===== src/rtl/lsu_pkg.sv =====
// Shared types and constants for the load/store unit.
package lsu_pkg;

    // Access size encodings as presented by the core.
    localparam logic [2:0] LDST_B  = 3'd0;
    localparam logic [2:0] LDST_H  = 3'd1;
    localparam logic [2:0] LDST_W  = 3'd2;
    localparam logic [2:0] LDST_BU = 3'd4;
    localparam logic [2:0] LDST_HU = 3'd5;

    typedef enum logic [1:0] {
        IDLE,
        ACCESS,
        ERR
    } lsu_state_t;

    // Width of the ACCESS wait counter; it never needs to hold more than n-1.
    function automatic int cnt_width(input int n);
        return (n <= 2) ? 1 : $clog2(n);
    endfunction

endpackage


===== src/rtl/lsu_data_align.sv =====
// Byte-lane steering for the LSU: byte enables, store replication,
// load extraction with sign/zero extension and alignment checking.
module lsu_data_align
    import lsu_pkg::*;
(
    input  logic [2:0]  size_i,
    input  logic [1:0]  off_i,
    input  logic [31:0] wd_i,
    input  logic [31:0] rd_i,
    output logic [3:0]  be_o,
    output logic [31:0] wd_o,
    output logic [31:0] rd_o,
    output logic        bad_o
);

    logic [7:0]  byte_sel;
    logic [15:0] half_sel;

    assign byte_sel = rd_i[8*off_i +: 8];
    assign half_sel = off_i[1] ? rd_i[31:16] : rd_i[15:0];

    // Decode size into lane enables, replicated store data and formatted load data.
    always_comb begin
        be_o  = 4'b0000;
        wd_o  = wd_i;
        rd_o  = 32'd0;
        bad_o = 1'b1;
        case (size_i)
            LDST_B, LDST_BU: begin
                bad_o = 1'b0;
                be_o  = 4'b0001 << off_i;
                wd_o  = {4{wd_i[7:0]}};
                rd_o  = (size_i == LDST_B) ? {{24{byte_sel[7]}}, byte_sel}
                                           : {24'd0, byte_sel};
            end
            LDST_H, LDST_HU: begin
                bad_o = off_i[0];
                be_o  = off_i[1] ? 4'b1100 : 4'b0011;
                wd_o  = {2{wd_i[15:0]}};
                rd_o  = (size_i == LDST_H) ? {{16{half_sel[15]}}, half_sel}
                                           : {16'd0, half_sel};
            end
            LDST_W: begin
                bad_o = (off_i != 2'b00);
                be_o  = 4'b1111;
                wd_o  = wd_i;
                rd_o  = rd_i;
            end
            default: bad_o = 1'b1;
        endcase
    end

endmodule


===== src/rtl/lsu_controller.sv =====
// Load/store controller: two-phase (issue, wait-for-ready) memory access
// sequencer with core stall generation and bus timeout detection.
module lsu_controller
    import lsu_pkg::*;
#(
    parameter int TIMEOUT_CYCLES = 16
) (
    input  logic        clk_i,
    input  logic        rst_i,
    input  logic        core_req_i,
    input  logic        core_we_i,
    input  logic [2:0]  core_size_i,
    input  logic [31:0] core_addr_i,
    input  logic [31:0] core_wd_i,
    output logic [31:0] core_rd_o,
    output logic        core_stall_o,
    output logic        misalign_o,
    output logic        bus_err_o,
    output logic        mem_req_o,
    output logic        mem_we_o,
    output logic [3:0]  mem_be_o,
    output logic [31:0] mem_addr_o,
    output logic [31:0] mem_wd_o,
    input  logic [31:0] mem_rd_i,
    input  logic        mem_ready_i
);

    localparam int             CW       = cnt_width(TIMEOUT_CYCLES);
    localparam logic [CW-1:0]  CNT_LAST = CW'(TIMEOUT_CYCLES - 1);

    lsu_state_t    state_q, state_d;
    logic [CW-1:0] cnt_q, cnt_d;
    logic          bus_err_q, bus_err_d;
    logic          req_c, stall_c;
    logic          bad;
    logic [31:0]   rd_fmt;

    lsu_data_align u_align (
        .size_i (core_size_i),
        .off_i  (core_addr_i[1:0]),
        .wd_i   (core_wd_i),
        .rd_i   (mem_rd_i),
        .be_o   (mem_be_o),
        .wd_o   (mem_wd_o),
        .rd_o   (rd_fmt),
        .bad_o  (bad)
    );

    // Next-state, wait counter and request/stall gating.
    // The counter's post-increment value is compared, so the stall lasts
    // TIMEOUT_CYCLES cycles in total (issue cycle included) before ERR.
    always_comb begin
        state_d   = state_q;
        cnt_d     = cnt_q;
        bus_err_d = 1'b0;
        req_c     = 1'b0;
        stall_c   = 1'b0;
        case (state_q)
            IDLE: begin
                if (core_req_i && !bad) begin
                    req_c   = 1'b1;
                    stall_c = 1'b1;
                    cnt_d   = '0;
                    state_d = ACCESS;
                end
            end
            ACCESS: begin
                if (!core_req_i) begin
                    state_d = IDLE;
                end else if (mem_ready_i) begin
                    req_c   = 1'b1;
                    state_d = IDLE;
                end else begin
                    req_c   = 1'b1;
                    stall_c = 1'b1;
                    cnt_d   = cnt_q + 1'b1;
                    if (cnt_d == CNT_LAST) begin
                        state_d   = ERR;
                        bus_err_d = 1'b1;
                    end
                end
            end
            ERR:     state_d = IDLE;
            default: state_d = IDLE;
        endcase
    end

    // State, counter and the registered timeout pulse.
    always_ff @(posedge clk_i or posedge rst_i) begin
        if (rst_i) begin
            state_q   <= IDLE;
            cnt_q     <= '0;
            bus_err_q <= 1'b0;
        end else begin
            state_q   <= state_d;
            cnt_q     <= cnt_d;
            bus_err_q <= bus_err_d;
        end
    end

    // Outputs are forced quiet while reset is held, independent of the clock.
    assign mem_req_o    = req_c & ~rst_i;
    assign core_stall_o = stall_c & ~rst_i;
    assign mem_we_o     = mem_req_o & core_we_i;
    assign misalign_o   = core_req_i & bad & ~rst_i;
    assign bus_err_o    = bus_err_q;
    assign mem_addr_o   = {core_addr_i[31:2], 2'b00};
    assign core_rd_o    = (state_q == ACCESS && !core_we_i && !rst_i) ? rd_fmt : 32'd0;

endmodule


===== config.mk =====
export PLATFORM = sky130hd
export DESIGN_NAME = lsu_controller
export DESIGN_NICKNAME = d
export VERILOG_FILES = /design/src/rtl/lsu_pkg.sv /design/src/rtl/lsu_data_align.sv /design/src/rtl/lsu_controller.sv
export SDC_FILE = /design/constraint.sdc
export NUM_CORES = 1
export LEC_CHECK = 0
export ABC_AREA = 1
export ABC_CLOCK_PERIOD_IN_PS = 3000
export CAP_MARGIN = 25
export CORE_ASPECT_RATIO = 1.1
export CORE_MARGIN = 3
export CORE_UTILIZATION = 32
export DETAILED_ROUTE_END_ITERATION = 7
export PLACE_DENSITY = 0.85
export RECOVER_POWER = 100
export SLEW_MARGIN = 10
export SYNTH_ARGS = -nofsm -noshare
export SYNTH_HDL_FRONTEND = slang
export SYNTH_SLANG_ARGS = --single-unit

===== constraint.sdc =====
create_clock -name clk_i -period 3 [get_ports clk_i]
set_input_delay 0.45 -clock clk_i [delete_from_list [all_inputs] [get_ports clk_i]]
set_output_delay 0.45 -clock clk_i [all_outputs]
set_load 0.005 [all_outputs]

==> run metrics, run 1 <==
run status=completed; arrival time of the worst setup path=2440 ps; vias per cell=4.84; Synth Cell Area=0.00205 mm2; Antenna Nets Post-Route=0; Site Rows=29; Yosys reg bits=7; fin crit period=2890 ps; clock network power share=20.9%; largest area contributor in the netlist=nand2_1; drt drc=0; CP delay by family, top=buffers and inverters; Die Y=90.0 um; switching share of power=35.2%; storage element area=175 um2; share of cells above drive strength 1=7.31%; first-pass GRT wire length=12,900 um; final WL=8400 um; First DRT Iteration DRCs=195; DR WL met2=4200 um; CTS Hold Bufs=0; Top cell by count, worst path=nand2_1; Power, Total=637 uW; diode count=0; M1 wire length=3130 um; core footprint=0.00599 mm2; grt ovf=0; clk_skew=0.631 ps; Synth top area share=22.3%; CTS tree=yes; Comb pwr share=62.1%; max-slew violation count=0; P&R area growth vs syn=67.9%; die width=82.3 um; setup violators final=0; H-tree depth=1; WP buf/inv=6; Initial Utilization=34.3%; switching pwr=225 uW; DR WL/cell=14.4 um; Top Metal Used=met4; most common cell after layout, fill and taps aside=clkdlybuf4s50_1; CTS sink cnt=7; post-detail-place hpwl=6610 um; synth warn=0; initial antenna violation count=0; CP max FO=15; Seq/Total Area, Yosys=8.54%; Port Buffers=146; CP required=2550 ps; Pwr Density=185 mW/mm2; Yosys cell types=29; MaxCap Viol Count=0; Worst Setup Start Kind=input port; CTS buffer count=3; setup tns final=0 ps; clk buf depth=2; nets=613; I/O pins=209; cell count after synthesis=391; worst-path cell chain=clkdlybuf4s50_1 -> inv_2 -> nand2_1 -> buf_4 -> nor2_4 -> buf_12 -> nand2_1 -> nand2_1 -> inv_1 -> a21oi_1 -> clkdlybuf4s50_1; max incr delay on CP=530 ps; DR vias=2,820; Tcrit/Tclk final=96.3%; P_leak=1.59 nW; gp weighted congestion=0.831; Crit Path Category=in -> out; vias in the first global route=2,712; fmax=346 MHz; met3 wire len=792 um; clock transition at the registers of the reported paths=40 ps; Multi-input gate area=0.00126 mm2; clk root buf=clkbuf_8; final core occ=57.5%; Avg Cell Area, Syn=5.24 um2; cell-internal power=413 uW; largest net degree at the start of global routing=33; peak supply drop=220 uV; Slowest cell on crit path=clkdlybuf4s50_1; sequential share of power=17.0%; die area=0.00741 mm2; drt pass-1 iters=4; RSZ-0062 raised after global routing=yes; latest clock arrival within the worst-skew pair=230 ps; Synth area leaders=nand2_1, buf_4, inv_1; final hold vios=0; FILL cells=594; crit end category=primary output; commonest non-fill, non-tap cells in the layout=clkdlybuf4s50_1, nand2_1, inv_1; Hold Crit Class=reg -> reg; Total Routing Usage GR=21.4%
-- area by class of cell --
cell class / instances / share of cell area (%)
inverters: 61 / 6.65
multi-input cells: 269 / 36.5
repair buffers: 165 / 47.6
flip-flops and latches: 7 / 5.09
well taps: 77 / 2.80
clock buffers: 4 / 1.31
-- state kept, by name (all words and copies together) (netlist names) --
register	count
bus_err_o	1
cnt_q	4
state_q	2
-- metal layers --
| layer | vias to the layer above | GRT usage [%] |
|---|---|---|
| li1 | 1402 | - |
| met1 | 1244 | 24.3 |
| met4 | 0 | 8.59 |
| met5 | - | 0 |
| met2 | 137 | 38.0 |
| met3 | 37 | 4.10 |
-- timing repair --
action / CTS / global route
endpoints found under the setup margin: 1 / 34
setup buffers: 0 / 4
pin swaps: 0 / 3
resized for setup: 1 / 2
-- cell usage after synthesis --
cell type	count
buf_4	44
xor2_1	1
nand2_1	122
a22oi_2	1
o21ai_0	14
a22oi_1	1
nand2_4	1
buf_2	2
ha_1	2
buf_6	4
nand4_1	6
nor2_4	3
nor2_1	50
o211ai_1	8
conb_1	1
clkinv_1	1
a31oi_1	7
clkbuf_1	5
a21oi_1	34
xnor2_1	1
nand3_1	9
inv_2	3
o21ai_2	1
nand4_2	2
or2_2	1
inv_1	57
nand2_2	2
dfrtp_1	7
nor2_2	1
-- power by group through the flow --
stage	Sequential [mW]	Clock, mW	Combinational [mW]
2_1_floorplan	0.108	0	0.196
3_3_place_gp	0.109	0	0.382
3_5_place_dp	0.110	0	0.389
4_1_cts	0.108	0.138	0.392
5_1_grt	0.110	0.144	0.435
6_report	0.109	0.133	0.396
-- cell families (layout without fill, tap and decap cells) --
kind of cell | Yosys count | in the layout | share of synthesized area (%)
compound gates | 66 | 66 | 18.2
xor+xnor | 2 | 2 | 0.854
fa+ha+maj | 2 | 2 | 1.22
buf+inv | 116 | 230 | 30.9
flops | 7 | 7 | 8.54
other cells | 1 | 2 | 0.183
simple gates | 197 | 197 | 40.1
-- per-stage QoR --
stage                     instances  cell area (um2)  setup WS, ps  hold WS [ps]
final                           583             3440           111           540
after global placement          575             3320          27.9           513
after CTS                       579             3370          16.6           550
after floorplan                 392             2050          1130           278
after detailed placement        575             3320         -2.75           536
after global routing            583             3440         -13.8           592
-- tightest hold or removal path, stage by stage, from the launching register on --
cell and delay [ps]:
dfrtp_1 350, nand3_1 80, nand2_1 70
-- final timing paths --
path | start | endpoint | slack [ps] | cells after the start
worst max-delay path | core_size_i[1] | core_rd_o[14] | 110 | 11
worst min-delay path | cnt_q[3]$_DFFE_PP0P_ | cnt_q[3]$_DFFE_PP0P_ | 540 | 2
worst max register to register | state_q[1]$_DFFE_PP0P_ | cnt_q[3]$_DFFE_PP0P_ | 1520 | 8
worst min register to register | cnt_q[3]$_DFFE_PP0P_ | cnt_q[3]$_DFFE_PP0P_ | 540 | 2
max in group asynchronous | rst_i | cnt_q[3]$_DFFE_PP0P_ | 1870 | 3
min in group asynchronous | rst_i | bus_err_o$_DFF_PP0_ | 810 | 3
(Power assumes the default switching activity.)
==> run 2: changes to the inputs <==
--- a/config.mk
+++ b/config.mk
@@ -7,13 +7,14 @@
 export LEC_CHECK = 0
 export ABC_AREA = 1
 export ABC_CLOCK_PERIOD_IN_PS = 3000
-export CAP_MARGIN = 25
+export CAP_MARGIN = 20
 export CORE_ASPECT_RATIO = 1.1
 export CORE_MARGIN = 3
 export CORE_UTILIZATION = 32
 export DETAILED_ROUTE_END_ITERATION = 7
 export PLACE_DENSITY = 0.85
 export RECOVER_POWER = 100
+export SETUP_SLACK_MARGIN = 0.15
 export SLEW_MARGIN = 10
 export SYNTH_ARGS = -nofsm -noshare
 export SYNTH_HDL_FRONTEND = slang
==> run metrics, run 2 (synthesized netlist as in run 1, its figures left out) <==
run status=completed; DP Cell Count=575; Reg with most FFs=cnt_q; RSZ-0062 raised after global routing=yes; P&R area growth vs syn=71.4%; FF-to-FF path depth=8; share of cells above drive strength 1=8.97%; Site Rows=29; Die Y=90.0 um; CP max FO=12; Port Buffers=146; fin crit period=2870 ps; CP startpoint=core_size_i[0]; Power, Total=635 uW; I/O pins=209; die width=82.3 um; final hold vios=0; setup slack, reg-to-reg=1510 ps; DR vias=2,890; CTS tree=yes; clock transition at the registers of the reported paths=40 ps; drt drc=0; storage element area=175 um2; clk_skew=0.401 ps; Pwr Density=181 mW/mm2; Non-Filler Instances=591; commonest non-fill, non-tap cells in the layout=nand2_1, clkdlybuf4s50_1, inv_1; WHS=540 ps; setup violators final=0; final WL=8550 um; DR WL/cell=14.5 um; final core occ=58.7%; initial antenna violation count=1; vias per cell=4.89; clk buf depth=2; P_leak=1.68 nW; FILL cells=578; Antenna Nets Post-Route=0; hold_sp=cnt_q[3]$_DFFE_PP0P_; CTS sink cnt=7; largest net degree at the start of global routing=33; vias in the first global route=2,780; core footprint=0.00599 mm2; latest clock arrival within the worst-skew pair=230 ps; Tcrit/Tclk final=95.7%; die area=0.00741 mm2; hold worst-path end=cnt_q[3]$_DFFE_PP0P_; H-tree depth=1; clock network power share=20.9%; post-detail-place hpwl=6610 um; Hold Crit Class=reg -> reg; crit end category=primary output; Hold Path Cell Cnt=2; grt ovf=0; fmax=348 MHz; MaxCap Viol Count=0; CTS buffer count=3; Crit Path Category=in -> out; worst r2r src=state_q[1]$_DFFE_PP0P_; sequential share of power=17.1%; peak supply drop=219 uV; Initial Utilization=34.3%; CP required=2550 ps; nets=620; Worst Setup Start Kind=input port; clk root buf=clkbuf_8; cell-internal power=407 uW; drt pass-1 iters=4; Total Routing Usage GR=21.7%; most common cell after layout, fill and taps aside=nand2_1; gp weighted congestion=0.831; Comb pwr share=62.0%; arrival time of the worst setup path=2420 ps; reg2reg end=cnt_q[3]$_DFFE_PP0P_; Multi-input gate area=0.00128 mm2; switching pwr=229 uW; max FFs per register=4; first-pass GRT wire length=13,100 um; switching share of power=36.0%; First DRT Iteration DRCs=195; max-slew violation count=0
==> run 2: layer usage <==
layer / global-route usage, % / wire length, um
met5: 0 / 0
met2: 37.9 / 4230
met1: 24.8 / 3210
met4: 9.28 / 321
met3: 4.20 / 787
==> run 2: repair_timing <==
item / CTS / global route
buffers inserted: 7 / 3
endpoints found under the setup margin: 39 / 39
pin swaps: 2 / 4
gates resized for setup: 7 / 20
cloned: 0 / 1
hold buffers: 0 / 0
==> run 2: layout make-up <==
cell class | count | share of cell area (%)
Antenna cell | 1 | 0.0712
Timing Repair Buffer | 171 | 47.9
Clock buffer | 4 | 1.28
Inverter | 61 | 6.73
Tap cell | 77 | 2.74
Sequential cell | 7 | 4.98
Multi-Input combinational cell | 270 | 36.3
==> run 2: stage by stage <==
stage	area [um2]	TNS (ps)	setup WS, ps
floorplan	2050	0	1130
global route	3510	0	23.2
finish	3510	0	128
global placement	3320	0	27.9
detailed placement	3320	-2.75	-2.75
CTS	3450	0	141
==> run 2: worst max-delay path by stage <==
stage,to,slack (ps),cells past startpoint
after floorplan,core_rd_o[21],1130,8
final,core_rd_o[15],130,8
after CTS,core_rd_o[14],140,9
after global routing,mem_we_o,20,9
after detailed placement,core_rd_o[14],-3,9
after global placement,core_rd_o[9],30,9
==> run 2: power by group through the flow <==
| stage | sequential (mW) | clock (mW) | combinational, mW |
|---|---|---|---|
| after floorplan | 0.108 | 0 | 0.196 |
| after global placement | 0.109 | 0 | 0.382 |
| after detailed placement | 0.110 | 0 | 0.389 |
| after CTS | 0.108 | 0.138 | 0.400 |
| after global routing | 0.110 | 0.144 | 0.433 |
| final | 0.109 | 0.133 | 0.394 |
==> run 2: worst max-delay path: stages <==
cell	delay, ps
clkdlybuf4s50_1	450
buf_4	170
inv_1	100
nand2_1	90
nor2_2	180
nand2_2	230
a21oi_2	230
clkdlybuf4s50_1	530
==> run 3: changes to the inputs <==
--- a/config.mk
+++ b/config.mk
@@ -5,12 +5,11 @@
 export SDC_FILE = /design/constraint.sdc
 export NUM_CORES = 1
 export LEC_CHECK = 0
-export ABC_AREA = 1
 export ABC_CLOCK_PERIOD_IN_PS = 3000
 export CAP_MARGIN = 20
 export CORE_ASPECT_RATIO = 1.1
 export CORE_MARGIN = 3
-export CORE_UTILIZATION = 32
+export CORE_UTILIZATION = 33
 export DETAILED_ROUTE_END_ITERATION = 7
 export PLACE_DENSITY = 0.85
 export RECOVER_POWER = 100
@@ -18,4 +17,5 @@
 export SLEW_MARGIN = 10
 export SYNTH_ARGS = -nofsm -noshare
 export SYNTH_HDL_FRONTEND = slang
+export SYNTH_HIERARCHICAL = 1
 export SYNTH_SLANG_ARGS = --single-unit
==> run metrics, run 3 <==
run status=completed; Non-Filler Instances=478; largest net degree at the start of global routing=33; share of cells above drive strength 1=15.3%; Die Y=91.0 um; switching share of power=32.7%; CP max FO=8; arrival time of the worst setup path=2430 ps; post-detail-place hpwl=6890 um; gp weighted congestion=0.872; CTS tree=yes; grt peak-use layer=met2; crit end category=primary output; peak supply drop=203 uV; largest area contributor in the netlist=buf_4; Synth top cells by count=buf_4, and2_1, mux2_2, nand2_1, nand3_1; synth warn=6; latest clock arrival within the worst-skew pair=230 ps; Synth top area share=14.9%; grt ovf=0; final WL=8220 um; Tcrit/Tclk final=95.9%; FF-to-FF path depth=4; Most used DFF post-synth=dfrtp_1; adder-cell area share of the yosys netlist=1.15%; CP required=2550 ps; DR vias=2,563; Yosys reg bits=7; nets=505; Total Routing Usage GR=20.3%; CTS buffer count=3; CTS Hold Bufs=0; P&R area growth vs syn=67.5%; DP Cell Count=474; clk root buf=clkbuf_8; complex-gate fraction of the synthesized area=22.5%; core footprint=0.00627 mm2; Synth Cell Area=0.00217 mm2; H-tree depth=1; Initial Utilization=34.6%; largest family of logic cells by synthesized area=simple AND/OR/NAND/NOR gates; drt drc=0; clk buf depth=2; setup slack, reg-to-reg=1590 ps; die width=83.3 um; setup violators final=0; Comb pwr share=63.9%; hold worst-path end=cnt_q[1]$_DFFE_PP0P_; Hold Path Cell Cnt=1; die area=0.00758 mm2; CP startpoint=core_size_i[2]; reg2reg end=bus_err_o$_DFF_PP0_; clk_skew=3.04 ps; FILL cells=555; Antenna Nets Post-Route=0; cell count after synthesis=280; DR WL/cell=17.2 um; switching pwr=219 uW; Avg Cell Area, Syn=7.74 um2; post-synthesis mux area share=17.9%; Port Buffers=146; Hold Crit Class=reg -> reg; vias per cell=5.36; Site Rows=30; initial antenna violation count=1; cell-internal power=451 uW; met1 Usage GRT=19.7%; final core occ=57.9%; Crit Path Category=in -> out; Synth Area in Simple Gates=29.6%; commonest non-fill, non-tap cells in the layout=clkdlybuf4s50_1, dlygate4sd3_1; Worst slew margin=66.2%; clock transition at the registers of the reported paths=40 ps; Reg with most FFs=cnt_q; worst r2r src=cnt_q[0]$_DFFE_PP0P_; Worst Setup Start Kind=input port; first-pass GRT wire length=12,700 um; Tightest Pin Transition=508 ps; max-slew violation count=0; RSZ-0062 raised after global routing=no; fin crit period=2880 ps; sequential share of power=16.1%; Seq/Total Area, Yosys=8.08%; Pwr Density=185 mW/mm2; met2 GRT Util=40.6%; Synth area leaders=buf_4, mux2_2, and2_1; hold_sp=cnt_q[1]$_DFFE_PP0P_; MaxCap Viol Count=0; most frequent cell after synthesis=buf_4; clock network power share=20.1%; vias in the first global route=2,557; Post-synth ARST share=100%; max FFs per register=4; post-CTS setup repair buffer count=0; P_leak=1.51 nW; met3 usage=5.44%; Yosys cell types=53; final hold vios=0; I/O pins=209; CTS sink cnt=7; XOR/XNOR Fraction of Synth Area=0.404%; fmax=347 MHz; First DRT Iteration DRCs=91; most common cell after layout, fill and taps aside=clkdlybuf4s50_1; Post-synth EDFFs=0; diode count=0; drt pass-1 iters=4
-- run 3: cell count changes after synthesis, moves of 9 or more --
| cell | before | now |
|---|---|---|
| inv_1 | 57 | 2 |
| nand3_1 | 9 | 18 |
| nand2_1 | 122 | 18 |
| a21oi_1 | 34 | 4 |
| nor2_1 | 50 | 15 |
| mux2i_1 | 0 | 17 |
| mux2_2 | 0 | 18 |
| and2_1 | 0 | 32 |
-- run 3: routing by layer --
layer	up-vias	routed length (um)
li1	1215	-
met1	1173	2780
met2	139	4330
met3	34	755
met4	2	343
met5	-	13
-- run 3: worst max-delay path, cell delays in order --
cell	delay, ps
clkdlybuf4s50_1	460
or3b_1	440
o31ai_4	80
buf_6	150
a221o_1	160
and2_1	130
dlygate4sd3_1	560
-- run 3: logic make-up after synthesis --
| logic type | Yosys count |
|---|---|
| flip-flops | 7 |
| buffers and inverters | 63 |
| other | 1 |
| AO/OA/AOI/OAI | 60 |
| multiplexers | 36 |
| XOR/XNOR | 1 |
| AND/OR/NAND/NOR | 110 |
| adder cells (fa/ha/maj) | 2 |
-- run 3: what timing repair did --
item | CTS | global route
endpoints found under the setup margin | 39 | 28
gates resized for setup | 9 | 4
cloned | 0 | 0
pin swaps | 0 | 0
-- run 3: per-stage QoR --
step / total power, mW / worst slack, ps / TNS [ps] / area, um2 / hold WS (ps)
floorplan: 0.326 / 1070 / 0 / 2170 / 259
global route: 0.709 / 87.7 / 0 / 3630 / 631
CTS: 0.687 / 132 / 0 / 3630 / 603
finish: 0.670 / 122 / 0 / 3630 / 606
detailed placement: 0.549 / -71.2 / -309 / 3570 / 591
global placement: 0.542 / 38.1 / 0 / 3570 / 581
-- run 3: layout make-up --
class                   count  area, um2  area share [%]
inverters                   2       7.51           0.207
clock buffers               4       45.0            1.24
flip-flops and latches      7        175            4.83
repair buffers            174       1730            47.7
multi-input cells         211       1570            43.2
well taps                  80        100            2.76
-- run 3: power by group through the flow --
stage               Clock (mW)  Sequential, mW  Combinational, mW
CTS                      0.135           0.108              0.444
finish                   0.135           0.108              0.428
floorplan                    0           0.107              0.219
detailed placement           0           0.109              0.440
global route             0.142           0.108              0.459
global placement             0           0.108              0.434
-- run 3: worst max-delay path by stage --
stage	depth (start not counted)	end	slack (ps)
floorplan	6	core_rd_o[12]	1070
global placement	6	core_rd_o[1]	40
detailed placement	6	core_rd_o[6]	-70
CTS	7	core_rd_o[16]	130
global route	7	core_rd_o[6]	90
finish	7	core_rd_o[6]	120
